<file path="config.mk">
export PLATFORM = sky130hd
export DESIGN_NAME = start_screen_pixel
export DESIGN_NICKNAME = d
export VERILOG_FILES = /design/src/rtl/start_screen_pixel.sv
export SDC_FILE = /design/constraint.sdc
export NUM_CORES = 1
export LEC_CHECK = 0
export ABC_AREA = 1
export ABC_CLOCK_PERIOD_IN_PS = 4300
export BUFFER_PORTS_ARGS = -buffer_cell sky130_fd_sc_hd__buf_2
export CAP_MARGIN = 5
export CORE_MARGIN = 3
export CORE_UTILIZATION = 57
export DETAILED_ROUTE_END_ITERATION = 10
export HOLD_SLACK_MARGIN = 0.05
export PLACE_DENSITY = 0.85
export RECOVER_POWER = 100
export SLEW_MARGIN = 20
export SYNTH_ARGS = -nofsm -noshare
export SYNTH_HDL_FRONTEND = slang
export SYNTH_SLANG_ARGS = --single-unit
</file>
<file path="constraint.sdc">
create_clock -name CLK_40M -period 4.3 [get_ports CLK_40M]
set_clock_uncertainty 0.05 [all_clocks]
set_input_delay 0.86 -clock CLK_40M [delete_from_list [all_inputs] [get_ports CLK_40M]]
set_output_delay 0.86 -clock CLK_40M [all_outputs]
set_load 0.01 [all_outputs]
</file>
<file path="src/rtl/start_screen_pixel.sv">
// Start-screen pixel stage: title image lookup, blinking prompt band and start countdown.
// Optional feature: define START_BLINK_EN to make the prompt band blink (otherwise always yellow).
module start_screen_pixel #(
  parameter logic [10:0] IMG_X0       = 11'd201,
  parameter logic [10:0] IMG_Y0       = 11'd102,
  parameter int          IMG_W        = 256,
  parameter int          IMG_H        = 253,
  parameter int          ADDR_W       = 16,
  parameter logic [10:0] PROMPT_Y0    = 11'd300,
  parameter logic [10:0] PROMPT_Y1    = 11'd330,
  parameter int          BLINK_FRAMES = 30,
  parameter int          COUNT_FRAMES = 60
) (
  input  logic              CLK_40M,
  input  logic              RSTn,
  input  logic              start_Ready_sig,
  input  logic              start_Hsync_sig,
  input  logic              start_Vsync_sig,
  input  logic [10:0]       Row_add,
  input  logic [10:0]       Column_add,
  input  logic              key_start,
  input  logic              game_over,
  input  logic              rom_data,
  output logic [ADDR_W-1:0] rom_addr,
  output logic [4:0]        Red_sig,
  output logic [5:0]        Green_sig,
  output logic [4:0]        Blue_sig,
  output logic              Hsync_out,
  output logic              Vsync_out,
  output logic              game_start,
  output logic              start_active
);

  localparam logic [1:0] S_SHOW   = 2'd0;
  localparam logic [1:0] S_COUNT  = 2'd1;
  localparam logic [1:0] S_HIDDEN = 2'd2;

  localparam int CNT_W = $clog2((COUNT_FRAMES > BLINK_FRAMES) ? COUNT_FRAMES : BLINK_FRAMES);
  localparam logic [CNT_W-1:0] BLINK_LAST = CNT_W'(BLINK_FRAMES - 1);
  localparam logic [CNT_W-1:0] COUNT_LAST = CNT_W'(COUNT_FRAMES - 1);
  localparam logic [11:0] X_END = 12'(IMG_X0) + 12'(IMG_W);
  localparam logic [11:0] Y_END = 12'(IMG_Y0) + 12'(IMG_H);

  localparam logic [15:0] C_WHITE  = {5'h1F, 6'h3F, 5'h1F};
  localparam logic [15:0] C_YELLOW = {5'h1F, 6'h3F, 5'h00};
  localparam logic [15:0] C_BG     = {5'h00, 6'h00, 5'h0C};

  logic [1:0]        r_state;
  logic [CNT_W-1:0]  r_frameCnt;
  logic              r_vsPrev;
  logic              r_inImg1, r_prompt1, r_blink1, r_hidden1;
  logic              r_inImg2, r_prompt2, r_blink2, r_hidden2;
  logic [1:0]        r_readyDly;
  logic [2:0]        r_hsDly, r_vsDly;
  logic [15:0]       r_rgb;

  logic              w_inImg, w_inPrompt, w_tick, w_blinkOn, w_gameStartNext;
  logic [10:0]       w_rowOff, w_colOff;
  logic [ADDR_W-1:0] w_romAddr;
  logic [1:0]        w_nextState;
  logic [CNT_W-1:0]  w_nextCnt;

  assign w_inImg = start_Ready_sig
                && (Column_add >= IMG_X0) && ({1'b0, Column_add} < X_END)
                && (Row_add >= IMG_Y0)    && ({1'b0, Row_add} < Y_END);
  assign w_inPrompt = (Row_add >= PROMPT_Y0) && (Row_add <= PROMPT_Y1);
  assign w_rowOff   = Row_add - IMG_Y0;
  assign w_colOff   = Column_add - IMG_X0;
  assign w_romAddr  = ADDR_W'(22'(w_rowOff) * 22'(IMG_W) + 22'(w_colOff));
  assign w_tick     = r_vsPrev & ~start_Vsync_sig;

  // A start key coinciding with a frame tick wins: the tick is dropped.
  always_comb begin
    w_nextState     = r_state;
    w_nextCnt       = r_frameCnt;
    w_gameStartNext = 1'b0;
    case (r_state)
      S_SHOW: begin
        if (key_start) begin
          w_nextState = S_COUNT;
          w_nextCnt   = '0;
        end else if (w_tick) begin
          w_nextCnt = (r_frameCnt == BLINK_LAST) ? '0 : r_frameCnt + CNT_W'(1);
        end
      end
      S_COUNT: begin
        if (w_tick) begin
          if (r_frameCnt == COUNT_LAST) begin
            w_nextState     = S_HIDDEN;
            w_nextCnt       = '0;
            w_gameStartNext = 1'b1;
          end else begin
            w_nextCnt = r_frameCnt + CNT_W'(1);
          end
        end
      end
      S_HIDDEN: begin
        if (game_over) begin
          w_nextState = S_SHOW;
          w_nextCnt   = '0;
        end
      end
      default: begin
        w_nextState = S_SHOW;
        w_nextCnt   = '0;
      end
    endcase
  end

  always_ff @(posedge CLK_40M or negedge RSTn) begin
    if (!RSTn) begin
      r_state      <= S_SHOW;
      r_frameCnt   <= '0;
      r_vsPrev     <= 1'b0;
      game_start   <= 1'b0;
      start_active <= 1'b0;
    end else begin
      r_state      <= w_nextState;
      r_frameCnt   <= w_nextCnt;
      r_vsPrev     <= start_Vsync_sig;
      game_start   <= w_gameStartNext;
      start_active <= (w_nextState != S_HIDDEN);
    end
  end

`ifdef START_BLINK_EN
  logic r_blinkOn;

  // COUNT blinks every 4 frames, taken from the low bits of the countdown counter.
  always_ff @(posedge CLK_40M or negedge RSTn) begin
    if (!RSTn) begin
      r_blinkOn <= 1'b1;
    end else begin
      case (r_state)
        S_SHOW: begin
          if (key_start)
            r_blinkOn <= 1'b1;
          else if (w_tick && (r_frameCnt == BLINK_LAST))
            r_blinkOn <= ~r_blinkOn;
        end
        S_COUNT: begin
          if (w_tick && (r_frameCnt != COUNT_LAST) && (r_frameCnt[1:0] == 2'b11))
            r_blinkOn <= ~r_blinkOn;
        end
        S_HIDDEN: begin
          if (game_over)
            r_blinkOn <= 1'b1;
        end
        default: r_blinkOn <= 1'b1;
      endcase
    end
  end

  assign w_blinkOn = r_blinkOn;
`else
  assign w_blinkOn = 1'b1;
`endif

  // Three-stage pixel pipe: address/flags, ROM read, colour register.
  always_ff @(posedge CLK_40M or negedge RSTn) begin
    if (!RSTn) begin
      rom_addr   <= '0;
      r_inImg1   <= 1'b0;
      r_prompt1  <= 1'b0;
      r_blink1   <= 1'b0;
      r_hidden1  <= 1'b0;
      r_inImg2   <= 1'b0;
      r_prompt2  <= 1'b0;
      r_blink2   <= 1'b0;
      r_hidden2  <= 1'b0;
      r_readyDly <= '0;
      r_hsDly    <= '0;
      r_vsDly    <= '0;
      r_rgb      <= '0;
    end else begin
      if (w_inImg)
        rom_addr <= w_romAddr;
      r_inImg1   <= w_inImg;
      r_prompt1  <= w_inPrompt;
      r_blink1   <= w_blinkOn;
      r_hidden1  <= (r_state == S_HIDDEN);
      r_inImg2   <= r_inImg1;
      r_prompt2  <= r_prompt1;
      r_blink2   <= r_blink1;
      r_hidden2  <= r_hidden1;
      r_readyDly <= {r_readyDly[0], start_Ready_sig};
      r_hsDly    <= {r_hsDly[1:0], start_Hsync_sig};
      r_vsDly    <= {r_vsDly[1:0], start_Vsync_sig};
      if (!r_readyDly[1] || r_hidden2)
        r_rgb <= '0;
      else if (rom_data && r_inImg2)
        r_rgb <= !r_prompt2 ? C_WHITE : (r_blink2 ? C_YELLOW : C_BG);
      else
        r_rgb <= C_BG;
    end
  end

  assign Red_sig   = r_rgb[15:11];
  assign Green_sig = r_rgb[10:5];
  assign Blue_sig  = r_rgb[4:0];
  assign Hsync_out = r_hsDly[2];
  assign Vsync_out = r_vsDly[2];

endmodule

</file>
# [Word level (Yosys, flattened, before mapping)]
# Index checks and enable logic that the tools add are counted.
[word_totals] input_bits=30 output_inout_bits=36 word_cells=67 ff_bits=59
[op_classes] n_eq_ne=8 addsub=4 muxes=19 n_reduce_logical=10 n_bitwise=2 n_lt_le_gt_ge=6
[ops] operator="$mux W16" n=4
[ops] operator="$mux W6" n=6
[ops] operator="$lt A11 B9 Y1 const B" n=2
[ops] operator="$pmux W6 S3" n=1
[ops] operator="$add A16 B11 Y16" n=1
[ops] operator="$ge A11 B7 Y1 const B" n=1
[ops] operator="$ge A11 B8 Y1 const B" n=1
[ops] operator="$ge A11 B9 Y1 const B" n=1
[ops] operator="$le A11 B9 Y1 const B" n=1
[ops] operator="$sub A11 B8 Y11 const B" n=1
[ops] operator="$mux W2" n=4
[ops] operator="$sub A8 B7 Y8 const B" n=1
[ops] operator="$add A6 B1 Y6 const B" n=1
[ops] operator="$eq A6 B5 Y1 const B" n=1
[ops] operator="$eq A6 B6 Y1 const B" n=1
[ops] operator="$logic_and A1 B1 Y1" n=6
[ops] operator="$ne A2 B2 Y1 const B" n=3
[ops] operator="$pmux W2 S3" n=1
[ops] operator="$mux W1" n=3
[ops] operator="$ne A3 B3 Y1 const B" n=1
[ops] operator="$reduce_and A3 Y1" n=1
[ops] operator="$eq A2 B1 Y1 const B" n=1
[ops] operator="$eq A2 B2 Y1 const B" n=1
[ops] operator="$logic_not A2 Y1" n=1
[ops] operator="other kinds (4)" n=4

# [Logic depth before layout (Yosys ltp)]
[logic_depth] word_depth=5 depth_mapped=18 ltp_nobuf=18

# [Least setup slack after synthesis]
# No wires, ideal clock.
[synth_timing] path_type="input-to-reg" from="input port Column_add[1]" to="register rom_addr[14]" setup_ns=0.065 path_buffers=0 arrival_ns=2.663 cell_stages=17 required_ns=4.185 setup_slack_ns=1.522 path_cell_list="inv_1 ha_1 nand2_1 nand2_1 nand3_1 nand2_1 xor2_1 ha_1 fa_1 nand2_1 nand2_1 nand2_1 nor2_1 nand2_1 xor2_1 nand2_1 nand2_1"
[synth_between] elab_chain_cells=5 word_cells_on_any_way=8 classes_between="add/sub (2); order compare (2); reduce/logical (4)"
[synth_rtl] element="from (decl)" line_no="20" rtl="input logic [10:0] Column_add,"
[synth_rtl] element="branches (longest 5 deep; another with $add A16 B11 Y16)"
[synth_rtl] element="to (signal assigned)" line_no="177" rtl="rom_addr <= w_romAddr;"
[synth_rtl] element="to (decl)" line_no="24" rtl="output logic [ADDR_W-1:0] rom_addr,"
# Parallel ways; which one is timed is not known.
# A chain may end at the register's enable or synchronous reset.

# [Final worst setup path]
[layout_timing] from="input port Column_add[0]" to="register rom_addr[14]"
[layout_between] word_cells_on_any_way=8 classes_between="add/sub (2); order compare (2); reduce/logical (4)"
[layout_rtl] element="$sub A11 B8 Y11" line_no="68" rtl="assign w_colOff = Column_add - IMG_X0;"
[layout_rtl] element="net w_colOff[0]" line_no="58" rtl="logic [10:0] w_rowOff, w_colOff;"
[layout_rtl] element="$add A16 B11 Y16" line_no="69" rtl="assign w_romAddr = ADDR_W'(22'(w_rowOff) * 22'(IMG_W) + 22'(w_colOff));"
# The timed path passes the listed nets, and every way through them passes these cells.

==> results.md <==
- Die Span X: 73.10 microns
- Die height: roughly 73 microns
- Total of max-cap violations: 1
- Post_cts resized: 0
- CTS tree: done
- CTS Buffer Depth: 2
- CTS clk-pin slew, worst paths: approximately 0.080 ns
- Setup crit start kind: input pin
- Initial Util: 0.6150
- Critical Path End Type: flip-flop
- Syn Inst Count: 328
- Core area: 0.004173 sq mm
- Setup TNS: 0 ns
- IO buf count: 65
- Syn-to-layout area delta: 11.36%
- Max Fanout on Critical Path: 3
- Worst reg-to-reg path cell count: 7
- Critical Path RT: 4.48 ns
- Drt first pass iters: 4
- Yosys warning count: 0
- RSZ-0062 raised after global routing: false
- Seq/Total Area, Yosys: 0.4388
- Mean Syn Cell Area: 7.824 sq um
- Seq cells post-synth: 45
- Final Cycle Share: 0.6658
- Leak Pwr: about 1.5 nW
- Share of cells above drive strength 1: 0.1321
- Worst relative slew slack: -0.4792
- Hold crit path type: reg2reg
- Filler cell count: 350
- Drt wl/cell: between 10 and 15 microns
- Critical Path AT: approximately 3.1 ns
- Upper clock frequency limit: around 0.35 GHz
- CTS H-tree lvls: 2
- Final Max Slew Viols: 46
- Mapped Nets: 370
- Fin. Hold Viols: 0
- First-pass GRT wire length: 8.176 mm
- Rows: 23
- DRC: 0
- Largest net degree at the start of global routing: 46
- Post-CTS Setup Bufs: 0
- DPL Wire Length: 3.695 mm
- Vias in the first global route: 2028
- Tot Pwr: 1.113 mW
- Status: complete, but fails checks
- Final min period: ~2.9 ns
- Critical path class: in2reg
- Number of inserted diodes: 0
- Setup ws final: 1.437 ns
- Io pins: 66
- Netlist cell types: 29
- EDFF count, synth: 0
- Fin Hold WS: 0.3006 ns
- Prevailing post-synth register cell: dfrtp_1
- Final Util: 0.6849
- NumNets Final: roughly 430
- CTS root buf: clkbuf_8
- Clk_lat worst skew: 0.29 ns
- Worst R2R Setup Slack: around 2.5 ns
- Post-DRT Antenna Nets: 0
- Failing checks: capacitance limit, slew limit
- Post-CTS Hold Buffers: 0
- Via density: 4.968
- Placer Congestion: 0.8460
- Synth Cell Area: 0.002566 sq mm
- Post-synth ARST share: 1.000
- Worst R2R End: r_frameCnt[5]
- Power density cells: ~400 mW/mm^2
- Launching point of the worst reg2reg path: r_frameCnt[1]
- Peak VDD IR: 0.1605 mV
- Critical Path Start: Column_add[0]
- Initial antenna violation count: 0
- All-Layer GR Usage: 0.1941
- Via count: 2166
- Drt total wl: 4.849 mm
- Overflow after GRT: 0
- Setup crit end: rom_addr[14]
- Total CTS buffers: 5
- Setup WS pre-CTS: 1.197 ns
- First-iteration detailed-routing DRC count: 110
- Slew @ Worst Pin: 2.219 ns
- Final setup fails: 0
- Clock sinks: 45
- Die footprint: 0.005343 sq mm
[worst min path at each step]
stage	slack (ns)	endpoint	cells after the start	from
floorplan	0.28	r_blink2	0	r_blink1
global placement	0.28	r_inImg2	0	r_inImg1
detailed placement	0.28	r_readyDly[1]	0	r_readyDly[0]
CTS	0.30	r_readyDly[1]	0	r_readyDly[0]
global route	0.31	r_hsDly[2]	0	r_hsDly[1]
finish	0.30	r_vsDly[2]	0	r_vsDly[1]
[through the flow]
step	instances	area, sq um
floorplan	328	2566
global route	436	2858
finish	436	2858
detailed placement	428	2834
global placement	428	2834
CTS	436	2917
[worst max-delay path, stage by stage]
cell and delay (ns):
clkbuf_1 0.10, inv_1 0.08, ha_1 0.22, nand2_1 0.07
nand2_1 0.07, nand3_1 0.11, nand2_1 0.09, xor2_1 0.15
ha_1 0.21, fa_1 0.41, nand2_1 0.09, nand2_1 0.06
nand2_1 0.06, nor2_1 0.05, nand2_1 0.08, xor2_1 0.14
nand2_1 0.07, nand2_1 0.11
[synthesized netlist by cell type (2+ instances only)]
cell type | number | area (sq um)
inv_2 | 4 | 15.01
nand3b_1 | 2 | 15.01
o21ai_0 | 9 | 45.04
buf_4 | 13 | 97.59
dfrtp_1 | 45 | 1126
nor2_2 | 6 | 37.54
inv_1 | 41 | 153.9
xnor2_1 | 2 | 17.52
nand3_1 | 16 | 80.08
xor2_1 | 10 | 87.58
nand2_2 | 5 | 31.28
nand4_1 | 3 | 18.77
nor3_1 | 3 | 15.01
ha_1 | 11 | 137.6
nand2_1 | 107 | 401.6
nand3_2 | 4 | 40.04
nor2_1 | 30 | 112.6
a21oi_1 | 5 | 25.02
buf_6 | 2 | 22.52
[final cells by class]
| type | count | area (sq um) | share of cell area |
|---|---|---|---|
| Sequential cell | 45 | 1126 | 0.3940 |
| Inverter | 46 | 172.7 | 0.06042 |
| Tap cell | 50 | 62.56 | 0.02189 |
| Timing Repair Buffer | 65 | 274.0 | 0.09588 |
| Multi-Input combinational cell | 222 | 1140 | 0.3989 |
| Clock buffer | 6 | 72.57 | 0.02539 |
| Clock inverter | 2 | 10.01 | 0.003503 |
[logic make-up after synthesis]
family	synth area share
other	0.001461
adders and majority gates	0.06143
AOI/OAI and AO/OA	0.03901
xor gates and xnor gates	0.04096
buffers and inverters	0.1141
DFF	0.4388
and+or+nand+nor	0.3042
[sequential cells by signal, summed over array words and instances (netlist names), 2 cells and up]
register,flops
r_hsDly,3
rom_addr,16
r_vsDly,3
r_frameCnt,6
r_rgb,3
r_readyDly,2
r_state,2
[power breakdown]
part           internal, mW  switching (mW)
clock                 0.113           0.135
sequential            0.500          0.0536
combinational         0.112           0.200
total                 0.724           0.389
[layout by cell type, fill, tap and decap left out, types with 6 or more instances in the layout]
| cell | instances |
|---|---|
| nor2_2 | 6 |
| ha_1 | 11 |
| inv_1 | 42 |
| xor2_1 | 10 |
| o21ai_0 | 9 |
| buf_2 | 24 |
| clkbuf_1 | 42 |
| nand3_1 | 16 |
| nand2_1 | 107 |
| nor2_1 | 31 |
| dfrtp_1 | 45 |
[metal layers]
layer,vias up,routed length [microns],track usage
met5,-,0,0
met4,0,89,0.07992
met1,974,2105,0.2378
met2,86,2255,0.3337
met3,8,399,0.03581
li1,1098,-,-
Power figures use the tool's default switching activity.
